==> config.mk <==
export PLATFORM = sky130hd
export DESIGN_NAME = alu_issue_ctrl_flat
export DESIGN_NICKNAME = d
export VERILOG_FILES = /design/src/rtl/alu_issue_ctrl_if.sv /design/src/rtl/alu_issue_ctrl.sv /design/src/flat_wrapper.sv
export SDC_FILE = /design/constraint.sdc
export NUM_CORES = 1
export LEC_CHECK = 0
export CORE_ASPECT_RATIO = 1.2
export CORE_UTILIZATION = 50
export CTS_CLUSTER_SIZE = 8
export DETAILED_ROUTE_END_ITERATION = 8
export GPL_ROUTABILITY_DRIVEN = 0
export PLACE_DENSITY = 0.71
export SLEW_MARGIN = 20
export SYNTH_ARGS = -nofsm -noshare
export SYNTH_HDL_FRONTEND = slang
export SYNTH_SLANG_ARGS = --single-unit
==> constraint.sdc <==
create_clock -name clk -period 15.9 [get_ports clk]
set_input_delay 4.77 -clock clk [delete_from_list [all_inputs] [get_ports clk]]
set_output_delay 4.77 -clock clk [all_outputs]
set_load 0.005 [all_outputs]
==> src/rtl/alu_issue_ctrl_if.sv <==
// Instruction handshake, ALU operand/result bus and completion report
// between alu_issue_ctrl and its surroundings.
interface alu_issue_ctrl_if #(
  parameter int N  = 32,
  parameter int AW = 3
);
  logic              in_valid;
  logic              in_ready;
  logic [3+3*AW-1:0] in_instr;
  logic [N-1:0]      alu_a;
  logic [N-1:0]      alu_b;
  logic [2:0]        alu_op;
  logic [N-1:0]      alu_c;
  logic              alu_ov;
  logic              done;
  logic [AW-1:0]     done_rd;
  logic              done_ov;

  modport master (
    input  in_valid, in_instr, alu_c, alu_ov,
    output in_ready, alu_a, alu_b, alu_op,
    output done, done_rd, done_ov
  );

  modport slave (
    output in_valid, in_instr, alu_c, alu_ov,
    input  in_ready, alu_a, alu_b, alu_op,
    input  done, done_rd, done_ov
  );
endinterface

==> src/rtl/alu_issue_ctrl.sv <==
// ALU issue controller: regfile, IDLE/ISSUE/CAPTURE/WB sequencer.
// Optional OV_TRAP_EN: suppress overflowed writeback, sticky trap out.
module alu_issue_ctrl #(
  parameter int N    = 32,
  parameter int REGS = 8,
  parameter int AW   = 3
) (
  input  logic             clk,
  input  logic             rst,
  alu_issue_ctrl_if.master bus,
  input  logic             ld_en,
  input  logic [AW-1:0]    ld_addr,
  input  logic [N-1:0]     ld_data,
  input  logic [AW-1:0]    dbg_addr,
  output logic [N-1:0]     dbg_data
`ifdef OV_TRAP_EN
  ,
  output logic             trap
`endif
);

  typedef enum logic [1:0] {
    IDLE,
    ISSUE,
    CAPTURE,
    WB
  } state_t;

  state_t        state;
  state_t        nstate;
  logic [2:0]    op_q;
  logic [AW-1:0] rd_q;
  logic [AW-1:0] rs1_q;
  logic [AW-1:0] rs2_q;
  logic [N-1:0]  c_q;
  logic          ov_q;
  logic          qual_ov;
  logic          wr_en;
  logic          accept;
  logic [N-1:0]  rf [REGS];

  always_ff @(posedge clk or posedge rst) begin
    if (rst) state <= IDLE;
    else     state <= nstate;
  end

  always_comb begin
    nstate = state;
    unique case (state)
      IDLE:    if (bus.in_valid) nstate = ISSUE;
      ISSUE:   nstate = CAPTURE;
      CAPTURE: nstate = WB;
      WB:      nstate = IDLE;
      default: nstate = IDLE;
    endcase
  end

  assign accept = (state == IDLE) && bus.in_valid;

  // ADD (000) and SUB (100) are the only ops whose overflow counts
  assign qual_ov = ov_q && (op_q[1:0] == 2'b00);

`ifdef OV_TRAP_EN
  assign wr_en = (state == WB) && !qual_ov;
`else
  assign wr_en = (state == WB);
`endif

  always_ff @(posedge clk or posedge rst) begin
    if (rst) begin
      op_q  <= '0;
      rd_q  <= '0;
      rs1_q <= '0;
      rs2_q <= '0;
    end else if (accept) begin
      {op_q, rd_q, rs1_q, rs2_q} <= bus.in_instr;
    end
  end

  always_ff @(posedge clk or posedge rst) begin
    if (rst) begin
      bus.alu_a  <= '0;
      bus.alu_b  <= '0;
      bus.alu_op <= 3'b000;
    end else if (state == ISSUE) begin
      bus.alu_a  <= rf[rs1_q];
      bus.alu_b  <= rf[rs2_q];
      bus.alu_op <= op_q;
    end
  end

  always_ff @(posedge clk or posedge rst) begin
    if (rst) begin
      c_q  <= '0;
      ov_q <= 1'b0;
    end else if (state == CAPTURE) begin
      c_q  <= bus.alu_c;
      ov_q <= bus.alu_ov;
    end
  end

  // Preload only in IDLE, writeback only in WB: the two never collide
  always_ff @(posedge clk or posedge rst) begin
    if (rst) begin
      for (int i = 0; i < REGS; i++) rf[i] <= '0;
    end else if ((state == IDLE) && ld_en) begin
      rf[ld_addr] <= ld_data;
    end else if (wr_en) begin
      rf[rd_q] <= c_q;
    end
  end

`ifdef OV_TRAP_EN
  always_ff @(posedge clk or posedge rst) begin
    if (rst)                          trap <= 1'b0;
    else if ((state == WB) && qual_ov) trap <= 1'b1;
  end
`endif

  assign bus.in_ready = (state == IDLE);
  assign bus.done     = (state == WB);
  assign bus.done_rd  = rd_q;
  assign bus.done_ov  = (state == WB) && qual_ov;
  assign dbg_data     = rf[dbg_addr];

endmodule

==> src/flat_wrapper.sv <==
// flat-port wrapper written by rule: the top's interface ports become plain ports
module alu_issue_ctrl_flat 
#(
  parameter int N    = 32,
  parameter int REGS = 8,
  parameter int AW   = 3
)
  (clk, rst, ld_en, ld_addr, ld_data, dbg_addr, dbg_data, bus_in_valid, bus_in_instr, bus_alu_c, bus_alu_ov, bus_in_ready, bus_alu_a, bus_alu_b, bus_alu_op, bus_done, bus_done_rd, bus_done_ov);
  alu_issue_ctrl_if #(.N(N), .AW(AW)) bus_i ();
  input  logic clk;
  input  logic rst;
  input  logic ld_en;
  input  logic [AW-1:0] ld_addr;
  input  logic [N-1:0] ld_data;
  input  logic [AW-1:0] dbg_addr;
  output logic [N-1:0] dbg_data;
  input wire logic [$bits(bus_i.in_valid)-1:0] bus_in_valid;
  input wire logic [$bits(bus_i.in_instr)-1:0] bus_in_instr;
  input wire logic [$bits(bus_i.alu_c)-1:0] bus_alu_c;
  input wire logic [$bits(bus_i.alu_ov)-1:0] bus_alu_ov;
  output wire logic [$bits(bus_i.in_ready)-1:0] bus_in_ready;
  output wire logic [$bits(bus_i.alu_a)-1:0] bus_alu_a;
  output wire logic [$bits(bus_i.alu_b)-1:0] bus_alu_b;
  output wire logic [$bits(bus_i.alu_op)-1:0] bus_alu_op;
  output wire logic [$bits(bus_i.done)-1:0] bus_done;
  output wire logic [$bits(bus_i.done_rd)-1:0] bus_done_rd;
  output wire logic [$bits(bus_i.done_ov)-1:0] bus_done_ov;
  assign bus_i.in_valid = bus_in_valid;
  assign bus_i.in_instr = bus_in_instr;
  assign bus_i.alu_c = bus_alu_c;
  assign bus_i.alu_ov = bus_alu_ov;
  assign bus_in_ready = bus_i.in_ready;
  assign bus_alu_a = bus_i.alu_a;
  assign bus_alu_b = bus_i.alu_b;
  assign bus_alu_op = bus_i.alu_op;
  assign bus_done = bus_i.done;
  assign bus_done_rd = bus_i.done_rd;
  assign bus_done_ov = bus_i.done_ov;
  alu_issue_ctrl #(.N(N), .REGS(REGS), .AW(AW)) u_core (.clk(clk), .rst(rst), .bus(bus_i), .ld_en(ld_en), .ld_addr(ld_addr), .ld_data(ld_data), .dbg_addr(dbg_addr), .dbg_data(dbg_data));
endmodule
-- Word level (Yosys, flattened, before mapping)
Index checks and enable logic that the tools add are counted.
- word-level logic and storage cells: 62
- register bits: 370
- input port bits: 87
- muxes and demuxes: 19
- reduce and logical (&&, ||, !) cells: 9
- equal/unequal tests: 4
- bitwise gates (word level): 5
- $lt $le $gt $ge: 7
- operator list (kind ; count):
    $bwmux 256 ; 2
    $mux 256 ; 2
    $bmux 32 s3 ; 3
    $mux 32 ; 8
    $demux 32 s3 ; 2
    $ge 4x4->1 const B ; 5
    $not 3->4 ; 5
    $lt 4x1->1 const B ; 2
    $pmux 2 s4 ; 1
    $logic_and 1x1->1 ; 6
    $eq 2x2->1 const B ; 2
    $logic_not 2->1 ; 2
    $eq 2x1->1 const B ; 1
    $mux 2 ; 1
    $ne 2x2->1 const B ; 1
    $reduce_bool 2->1 ; 1

-- Depth between registers and ports, before layout
- depth in word-level cells: 8
- mapped depth: 10

-- Least setup slack after synthesis
Ideal clock, no wire load.
- path kind: input -> output
- start: in dbg_addr[0]
- end: out dbg_data[0]
- stages: 4
- arrival time: 6073 ps
- slack: 5057 ps
- required time: 11130 ps
- cell sequence: buf_2 -> buf_2 -> mux4_2 -> mux2_2
- longest elaborated chain between the ends: 4
- RTL lines (what ; RTL line ; RTL):
    from (decl) ; flat_wrapper.sv:15 ; input logic [AW-1:0] dbg_addr;
    $not 3->4 (implied by the code) ; alu_issue_ctrl.sv:124 ; assign dbg_data = rf[dbg_addr];
    $bmux 32 s3 ; alu_issue_ctrl.sv:124 ;
    $mux 32 (implied by the code) (2 in series) ; alu_issue_ctrl.sv:124 ;
    to (decl) ; flat_wrapper.sv:16 ; output logic [N-1:0] dbg_data;
No other way between the ends. The select of a mux whose other input is x is not followed.

-- Worst setup path after layout
- start: in dbg_addr[0]
- end: out dbg_data[30]
The elaborated chain is that of the path after synthesis.

==> metrics <==
outcome completed; CTS Buf Count 52; nets@finish 2,402; first-pass GRT wire length 139,500 um; cell mode on critical path buf_4; WS Path Type input pin to output pin; min Tclk post-route 12.21 ns; most frequent cells in the layout dfrtp_1, mux2i_1, clkdlybuf4s50_1; layout cell share with drive strength beyond 1 12.52%; Yosys reg bits 370; Multi-input gate area 0.01392 mm^2; pre-CTS WS 3.665 ns; Hold Crit Class flip-flop to flip-flop; via count 22,970; number of synthesized flops with an enable pin 0; worst-margin pin slew 1.219 ns; crit path cell chain buf_4 -> buf_4 -> mux4_2 -> mux2_2 -> clkdlybuf4s50_1; commonest non-fill, non-tap cell in the layout dfrtp_1; Sink Count 370; Cell variety after synth 43; # fillers 4,038; ys flop type dfrtp_1; area share of the largest cell type after synthesis 37.96%; Startpoint Class input pin; post-synthesis async set-or-reset flop share 100.0%; CTS root buffer clkbuf_16; CP top delay family buffers and inverters; overall die width 203.6 um; Buf/Inv on CP 3; TritonCTS clock tree yes; Initial DRC Count 3,277; synthesized cell area 0.02439 mm^2; die footprint 0.04967 mm^2; register area 0.009279 mm^2; Static Leak 10.44 nW; Die Ht 243.9 um; postcts setup bufs 0; Fmax achieved 81.93 MHz; fin crit share 76.76%; Remaining Overflow, GRT 0; Synth area leader dfrtp_1; # IOs 192; Yosys warning count 0; Post-Route WL 92,220 um; htree depth 2; RSZ-0062 raised after global routing false; Critical Path AT 7.44 ns; wire length per cell 31.25 um; crit-path max FO 44; clock buffer depth 3; relative slew slack 18.50%; Clock Latency Late Sink 0.61 ns; CP Data Required Time 11.13 ns; Worst-path clk slew 0.05 ns; Mapped Avg Cell Area 10.29 um^2; post-route setup TNS 0 ns; DPL Wire Length 50,420 um; drt drc 0; final setup vio count 0; All-Layer GR Usage 36.64%; initial antenna violation count 6; worst IR drop on VDD 0.1735 mV; drt pass-1 iters 6; Layout area overhead 13.47%; # Max-Cap Violations 0; crit-path max cell delay 0.85 ns; antenna viol nets, final 0; CP max-delay cell buf_4; Setup WS post-layout 3.695 ns; CTS Hold Bufs 0; Core Rows 88; cts repair resizes 0; Mapped Cells 2,370; Clock Skew 0.01837 ns; vias per cell 7.784; Core Footprint 0.04812 mm^2; synthesized net count 2,462; register area share after synthesis 37.96%; vias in the first global route 22,700; Slew Limit Fails 0; Final Hold Viols 0; CP Capture Type output pin; cell area power density 235.5 mW/mm^2; port buffer count 191; largest net degree at the start of global routing 179; starting density of the core 50.69%; Synth area leaders dfrtp_1, mux2i_1, a2bb2oi_1
through the flow:
step / hold slack [ns] / util [%] / total power [mW] / instance area [um^2] / std cells
2_1_floorplan: 0.4728 / - / 4.160 / 24390 / 2370
3_3_place_gp: 0.4821 / 54.57 / 5.276 / 26260 / 2885
3_5_place_dp: 0.4924 / 54.57 / 5.380 / 26260 / 2885
4_1_cts: 0.5043 / 57.46 / 6.411 / 27650 / 2945
5_1_grt: 0.5253 / 57.50 / 6.792 / 27670 / 2948
6_report: 0.5025 / 57.52 / 6.517 / 27680 / 2951
cells in the mapped netlist (36+ instances only):
cell       number
buf_1          47
o32ai_1       178
dfrtp_1       370
nor3_1         79
a2bb2oi_1     178
nand3b_1       36
nand2_1        62
a211o_1        64
mux2i_1       192
buf_2          68
a41o_1         64
nand3_1       117
nor2b_1       163
mux2_2         81
nand4_1        81
a31oi_1        50
a22oi_1        64
o21ai_0        50
mux4_2         64
clkbuf_1      233
sequential cells by signal (all words and copies together), names as in the netlist:
| register | count |
|---|---|
| u_core.rs2_q | 3 |
| u_core.rf | 256 |
| u_core.state | 2 |
| u_core.bus.alu_b | 32 |
| u_core.ov_q | 1 |
| u_core.op_q | 3 |
| u_core.bus.alu_a | 32 |
| u_core.bus.alu_op | 3 |
| u_core.bus.done_rd | 3 |
| u_core.rs1_q | 3 |
| u_core.c_q | 32 |
report_power, final:
part | leakage [nW] | switching [mW] | internal [mW]
sequential | 4.39 | 0.693 | 1.44
clock | 0.677 | 0.421 | 0.594
combinational | 5.37 | 1.81 | 1.56
total | 10.4 | 2.93 | 3.59
per-layer routing:
| layer | share of wire, % | GRT usage (%) | vias up |
|---|---|---|---|
| li1 | - | - | 9328 |
| met1 | 37 | 46.97 | 11540 |
| met2 | 46 | 56.43 | 1724 |
| met3 | 11 | 9.035 | 374 |
| met4 | 5.7 | 20.77 | 2 |
| met5 | 0.0087 | 0 | - |
logic make-up after synthesis:
group | share of synthesized area [%]
flip-flops | 37.96
AND/OR/NAND/NOR | 13.78
adder cells (fa/ha/maj) | 0.2565
buffers and inverters | 5.874
AO/OA/AOI/OAI | 24.60
multiplexers | 17.53
final cells by class:
class / instances / area share, %
sequential: 370 / 33.53
multi-input combinational: 1646 / 50.30
tap: 630 / 2.848
timing repair buffer: 237 / 8.192
inverter: 3 / 0.06781
clock inverter: 2 / 0.08590
clock buffer: 58 / 4.937
antenna: 5 / 0.04521
final timing paths:
path,from,endpoint,slack (ns),depth (start not counted)
worst max-delay path,dbg_addr[0],dbg_data[30],3.69,5
worst min-delay path,u_core.op_q[2],u_core.bus.alu_op[2],0.50,1
worst max register to register,u_core.bus.done_rd[1],u_core.rf[209],11.53,6
worst min register to register,u_core.op_q[2],u_core.bus.alu_op[2],0.50,1
max in group asynchronous,rst,u_core.rf[192],9.54,3
min in group asynchronous,rst,u_core.rf[3],4.75,2
worst register-to-register path, cell delays in order (launching register included):
cell	delay (ns)
dfrtp_4	0.75
buf_4	0.89
buf_4	0.94
nand3b_1	0.29
buf_4	0.87
o21ai_0	0.26
a31oi_1	0.26
Note: power is estimated with default switching activity, not from simulation.
